--- src/rtl/pipeline_ctrl.sv ---
// pipeline_ctrl: hazard and sequencing controller for a 5-stage RV32I pipeline.
// Tracks the destinations held in EX, MEM and WB in a shadow record. From that
// record it drives the pipeline enables, bubbles and flushes and the operand
// forwarding selects. It also sequences data-memory waits and the ECALL halt.
// Build option: define FORWARDING_EN to enable operand forwarding. Without it,
// every in-flight RAW dependency stalls until the producer has left WB.
module pipeline_ctrl (
  input  logic       clk,
  input  logic       rst,
  input  logic       id_valid,
  input  logic [4:0] id_rs1_addr,
  input  logic [4:0] id_rs2_addr,
  input  logic       id_rs1_used,
  input  logic       id_rs2_used,
  input  logic [4:0] id_rd_addr,
  input  logic       id_rd_wen,
  input  logic       id_is_load,
  input  logic       id_is_mem,
  input  logic       id_ecall,
  input  logic       ex_br_taken,
  input  logic       dmem_ready,
  output logic       pc_en,
  output logic       if_id_en,
  output logic       if_id_flush,
  output logic       id_ex_bubble,
  output logic       pipe_en,
  output logic [1:0] fwd_a,
  output logic [1:0] fwd_b,
  output logic       halt
);

  typedef enum logic [1:0] {
    ST_RUN     = 2'd0,
    ST_MEMWAIT = 2'd1,
    ST_HALT    = 2'd2
  } state_t;

  typedef struct packed {
    logic       valid;
    logic [4:0] rd;
    logic       rd_wen;
    logic       is_load;
    logic       is_mem;
    logic       ecall;
  } shadow_t;

  state_t  state_r;
  state_t  state_nxt_s;
  shadow_t ex_r;
  shadow_t mem_r;
  shadow_t wb_r;
  shadow_t id_entry_s;

  logic ex_rs1_s, ex_rs2_s;
  logic mem_rs1_s, mem_rs2_s;
  logic wb_rs1_s, wb_rs2_s;
  logic mem_wait_s;
  logic stall_s;
  logic retire_ecall_s;
  logic id_adv_s;
  logic [1:0] fwd_a_s;
  logic [1:0] fwd_b_s;
  logic unused_ok_s;

  // A shadow entry produces a source operand only if it really writes a
  // non-zero register that the ID instruction actually reads.
  function automatic logic match_f(input shadow_t e, input logic [4:0] src, input logic used);
    return e.valid & e.rd_wen & (e.rd != 5'd0) & (e.rd == src) & used;
  endfunction

  assign id_entry_s = '{valid:   id_valid,
                        rd:      id_rd_addr,
                        rd_wen:  id_rd_wen,
                        is_load: id_is_load,
                        is_mem:  id_is_mem,
                        ecall:   id_ecall};

  assign ex_rs1_s  = match_f(ex_r,  id_rs1_addr, id_rs1_used);
  assign ex_rs2_s  = match_f(ex_r,  id_rs2_addr, id_rs2_used);
  assign mem_rs1_s = match_f(mem_r, id_rs1_addr, id_rs1_used);
  assign mem_rs2_s = match_f(mem_r, id_rs2_addr, id_rs2_used);
  assign wb_rs1_s  = match_f(wb_r,  id_rs1_addr, id_rs1_used);
  assign wb_rs2_s  = match_f(wb_r,  id_rs2_addr, id_rs2_used);

  // The MEM-stage access freezes the pipe from the very first not-ready cycle.
  assign mem_wait_s     = mem_r.valid & mem_r.is_mem & ~dmem_ready;
  // The ecall retires from WB only on an edge where the pipe advances.
  assign retire_ecall_s = wb_r.valid & wb_r.ecall & ~mem_wait_s;

`ifdef FORWARDING_EN
  // Only a load still in EX cannot be forwarded; the younger producer wins.
  always_comb begin
    stall_s = (ex_rs1_s | ex_rs2_s) & ex_r.is_load;
    if (mem_rs1_s) begin
      fwd_a_s = 2'd1;
    end else if (wb_rs1_s) begin
      fwd_a_s = 2'd2;
    end else begin
      fwd_a_s = 2'd0;
    end
    if (mem_rs2_s) begin
      fwd_b_s = 2'd1;
    end else if (wb_rs2_s) begin
      fwd_b_s = 2'd2;
    end else begin
      fwd_b_s = 2'd0;
    end
  end
`else
  // Without forwarding, any in-flight producer (WB included) holds ID back.
  always_comb begin
    stall_s = ex_rs1_s | ex_rs2_s | mem_rs1_s | mem_rs2_s | wb_rs1_s | wb_rs2_s;
    fwd_a_s = 2'd0;
    fwd_b_s = 2'd0;
  end
`endif

  // Next-state logic: wait while MEM is not ready, halt once the ecall retires.
  always_comb begin
    state_nxt_s = state_r;
    case (state_r)
      ST_RUN, ST_MEMWAIT: begin
        if (mem_wait_s) begin
          state_nxt_s = ST_MEMWAIT;
        end else if (retire_ecall_s) begin
          state_nxt_s = ST_HALT;
        end else begin
          state_nxt_s = ST_RUN;
        end
      end
      ST_HALT: begin
        state_nxt_s = ST_HALT;
      end
      default: begin
        state_nxt_s = ST_RUN;
      end
    endcase
  end

  // Pipeline control outputs, prioritised halt > memory wait > branch > stall.
  always_comb begin
    pc_en        = 1'b0;
    if_id_en     = 1'b0;
    if_id_flush  = 1'b0;
    id_ex_bubble = 1'b0;
    pipe_en      = 1'b0;
    fwd_a        = 2'd0;
    fwd_b        = 2'd0;
    case (state_r)
      ST_RUN, ST_MEMWAIT: begin
        fwd_a = fwd_a_s;
        fwd_b = fwd_b_s;
        if (mem_wait_s) begin
          pc_en = 1'b0;
        end else if (ex_br_taken) begin
          pc_en        = 1'b1;
          if_id_en     = 1'b1;
          if_id_flush  = 1'b1;
          id_ex_bubble = 1'b1;
          pipe_en      = 1'b1;
        end else if (stall_s) begin
          id_ex_bubble = 1'b1;
          pipe_en      = 1'b1;
        end else begin
          pc_en    = 1'b1;
          if_id_en = 1'b1;
          pipe_en  = 1'b1;
        end
      end
      ST_HALT: begin
        pc_en = 1'b0;
      end
      default: begin
        pc_en = 1'b0;
      end
    endcase
  end

  assign id_adv_s = pipe_en & ~id_ex_bubble;
  assign halt     = (state_r == ST_HALT);

  // State register.
  always_ff @(posedge clk) begin
    if (rst) begin
      state_r <= ST_RUN;
    end else begin
      state_r <= state_nxt_s;
    end
  end

  // Shadow pipeline: advances with pipe_en; EX takes ID or a bubble.
  always_ff @(posedge clk) begin
    if (rst) begin
      ex_r  <= '0;
      mem_r <= '0;
      wb_r  <= '0;
    end else if (pipe_en) begin
      wb_r  <= mem_r;
      mem_r <= ex_r;
      if (id_adv_s) begin
        ex_r <= id_entry_s;
      end else begin
        ex_r <= '0;
      end
    end else begin
      ex_r  <= ex_r;
      mem_r <= mem_r;
      wb_r  <= wb_r;
    end
  end

  assign unused_ok_s = ^{wb_r.is_load, wb_r.is_mem};

endmodule

--- config.mk ---
export PLATFORM = sky130hd
export DESIGN_NAME = pipeline_ctrl
export DESIGN_NICKNAME = d
export VERILOG_FILES = /design/src/rtl/pipeline_ctrl.sv
export SDC_FILE = /design/constraint.sdc
export NUM_CORES = 1
export LEC_CHECK = 0
export ABC_AREA = 1
export CORE_MARGIN = 1.5
export CORE_UTILIZATION = 49
export DETAILED_ROUTE_END_ITERATION = 8
export PLACE_DENSITY_LB_ADDON = 0.05
export SLEW_MARGIN = 20
export SYNTH_ARGS = -nofsm -noshare
export SYNTH_HDL_FRONTEND = slang
export SYNTH_SLANG_ARGS = --single-unit
--- constraint.sdc ---
create_clock -name clk -period 1.7 [get_ports clk]
set_input_delay 0.17 -clock clk [delete_from_list [all_inputs] [get_ports clk]]
set_output_delay 0.17 -clock clk [all_outputs]
set_load 0.005 [all_outputs]
==> run_results.csv <==
group,metric,value,unit
floorplan,rows,20,
pwr,p_comb_share,16.8,%
global_routing,gr-total-overflow,0,
setup_path,rrSetupSlack,0.08,ns
pwr,ir_drop,0.5913,mV
setup_path,crit_path_start,"ex_r[6]$_SDFFE_PP0P_",
global_routing,grt_max_degree,25,
setup_path,crit_arrival,1.69,ns
logic_synthesis,synthCells,231,
global_routing,grt_pass1_wl,5.740,mm
drt,wl,3.625,mm
drt,wl_per_cell,11.15,um
hold_path,min_to,"ex_r[6]$_SDFFE_PP0P_",
setup_path,rr_startpoint,"ex_r[5]$_SDFFE_PP0P_",
floorplan,die_w,59.72,um
cts,cts_buffer_depth,2,
cts,holdBufCountCts,0,
cts,clock_latency,0.33,ns
drt,via_per_inst,4.665,
logic_synthesis,synth_cell_type_count,23,
drt,num_vias,1516,
place,place_ws,-0.4566,ns
finish,nets,308,
drt,drt_iter0_markers,94,
floorplan,coreArea,3053,sq um
setup_path,crit_required,1.53,ns
drt,drc,0,
logic_synthesis,seq_area_frac_synth,35.56,%
setup_path,worstPathMaxFanout,3,
cts,clk_pin_slew_worst_paths,0.15,ns
finish,final_cell_mix,"nand2_1 (47), nor2_1 (36), clkdlybuf4s50_1 (25), inv_1 (21), buf_4 (20)",
logic_synthesis,syn-cell-area,1577,sq um
setup_path,critPathKind,"reg -> out",
timing,finalSetupViolations,3,
timing,fin_hold_ws,0.3602,ns
setup_path,worstSetupStartpointType,"register",
finish,synthToLayoutAreaGrowth,37.46,%
finish,utilization,70.98,%
cts,h-tree-depth,1,
pwr,p_leak,0.001018,uW
drt,drt_first_pass_iters,4,
timing,finClkSkew,0.007843,ns
drt,postRouteAntennaNets,0,
place,hpwlAfterDp,2.645,mm
finish,final_area,2167,sq um
finish,fill_cells,282,
pwr,seq_power_share,51.2,%
finish,final_common_cell,"nand2_1",
timing,fmax,536.7,MHz
timing,fin_ws,-0.1634,ns
hold_path,hp-start,"id_rd_addr[2]",
setup_path,cp-end-kind,"output port",
timing,finalHoldViolations,0,
timing,layout_min_cycle_time,1.863,ns
pwr,p_per_area,624.7,nW/um^2
pwr,p_int,1038,uW
outcome,status,"finished, violations left",
place,io_buffers,30,
hold_path,hold_depth,3,
logic_synthesis,ys_ff_latch,28,
cts,root_buffer,"clkbuf_4",
logic_synthesis,synth_warnings,0,
pwr,sw_frac_of_total,23.34,%
global_routing,antenna_found_initial,0,
timing,rsz0062_at_grt,"yes",
place,gp_congestion,0.8553,
cts,cts_buffers,3,
pwr,switching_power,316.0,uW
floorplan,die-height,59.72,um
global_routing,track_usage,21.28,%
timing,fin_tns_setup,-0.3610,ns
hold_path,min-delay-path-class,"in -> reg",
floorplan,pin_count,36,
cts,cts_sinks,28,
finish,drive_gt1_share,22.06,%
global_routing,grt_pass1_vias,1332,
timing,drv_slew,0,
logic_synthesis,avgSynthCellArea,6.825,sq um
cts,cts_tree,"yes",
place,post_dp_cell_area,2036,sq um
setup_path,reg2reg_to,"ex_r[8]$_SDFFE_PP0P_",
outcome,violations,"setup timing",
timing,post-route-period-util,109.6,%
setup_path,rr_worst_depth,12,
floorplan,die_area,3566,sq um
pwr,clockPowerShare,32.0,%
finish,diodes,0,
flow_run,maxCapViolCount,0,
floorplan,initial_utilization,51.64,%
## registers in the layout (all words and copies together) (netlist names)
name     cells
ex_r         9
mem_r        9
wb_r         8
state_r      2
## cells by family (layout without fill, tap and decap cells)
family | count (synthesis) | after routing | synth area share, %
flops | 28 | 28 | 35.56
other cells | 1 | 4 | 0.2379
xor+xnor | 24 | 24 | 13.33
compound gates | 38 | 38 | 12.46
simple gates | 104 | 105 | 28.33
buf+inv | 36 | 82 | 10.08
## worst max-delay path by stage
stage,endpoint,cells past startpoint
2_1_floorplan,pc_en,9
3_3_place_gp,pc_en,12
3_5_place_dp,pc_en,12
4_1_cts,pc_en,9
5_1_grt,id_ex_bubble,9
6_report,id_ex_bubble,9
## power groups by stage
stage	clock network [uW]	logic [uW]	registers, uW
global placement	0	215	710
global route	465	253	697
floorplan	0	110	705
finish	433	227	694
detailed placement	0	216	710
CTS	440	223	695
## worst max-delay path: stages, from the launching register on
cell and delay (ns):
dfxtp_2 0.36, buf_6 0.13, xnor2_2 0.15, nand2_1 0.08, nor2_1 0.09, nand2_1 0.07
nand3_2 0.08, nand2_2 0.07, a31oi_1 0.19, buf_2 0.15
## cell type report
cell class	instances	area (sq um)	area share (%)
inverter	25	93.84	4.330
sequential	28	583.1	26.91
clock buffer	3	22.52	1.039
clock inverter	1	30.03	1.386
timing repair buffer	53	466.7	21.54
multi-input combinational	171	915.9	42.26
tap	44	55.05	2.540
## metrics by stage
step / std cells / power (uW)
after floorplan: 234 / 815.8
after global placement: 318 / 924.6
after detailed placement: 318 / 925.8
after CTS: 326 / 1358
after global routing: 325 / 1415
final: 325 / 1354
## synthesized netlist by cell type, drive strengths merged
library cell / instances / area (sq um)
clkbuf: 4 / 15.01
o21bai: 1 / 7.510
nor2: 38 / 158.9
a211oi: 1 / 7.510
o21ai: 17 / 85.08
inv: 25 / 93.84
buf: 7 / 50.04
a31oi: 1 / 6.260
conb: 1 / 3.750
xor2: 16 / 140.1
nand3: 12 / 77.58
dfxtp: 28 / 560.5
xnor2: 8 / 70.07
a21oi: 18 / 90.09
nand2: 53 / 203.9
nor4: 1 / 6.260
## routing by layer
| layer | share of wire (%) | routed length, um | track usage, % | vias up |
|---|---|---|---|---|
| li1 | - | - | - | 815 |
| met1 | 48 | 1732 | 29.07 | 663 |
| met2 | 46 | 1661 | 35.71 | 30 |
| met3 | 4.3 | 157 | 1.515 | 8 |
| met4 | 2.0 | 74 | 6.667 | 0 |
| met5 | 0 | 0 | 0 | - |
## repair_timing
item | 4_1_cts | 5_1_grt
setup endpoints to repair | 14 | 13
gates cloned | 1 | 0
setup buffers | 3 | 0
endpoints found under the hold margin | 0 | 0
pin swaps | 4 | 4
resized for setup | 28 | 14
Note: power is estimated with default switching activity, not from simulation.
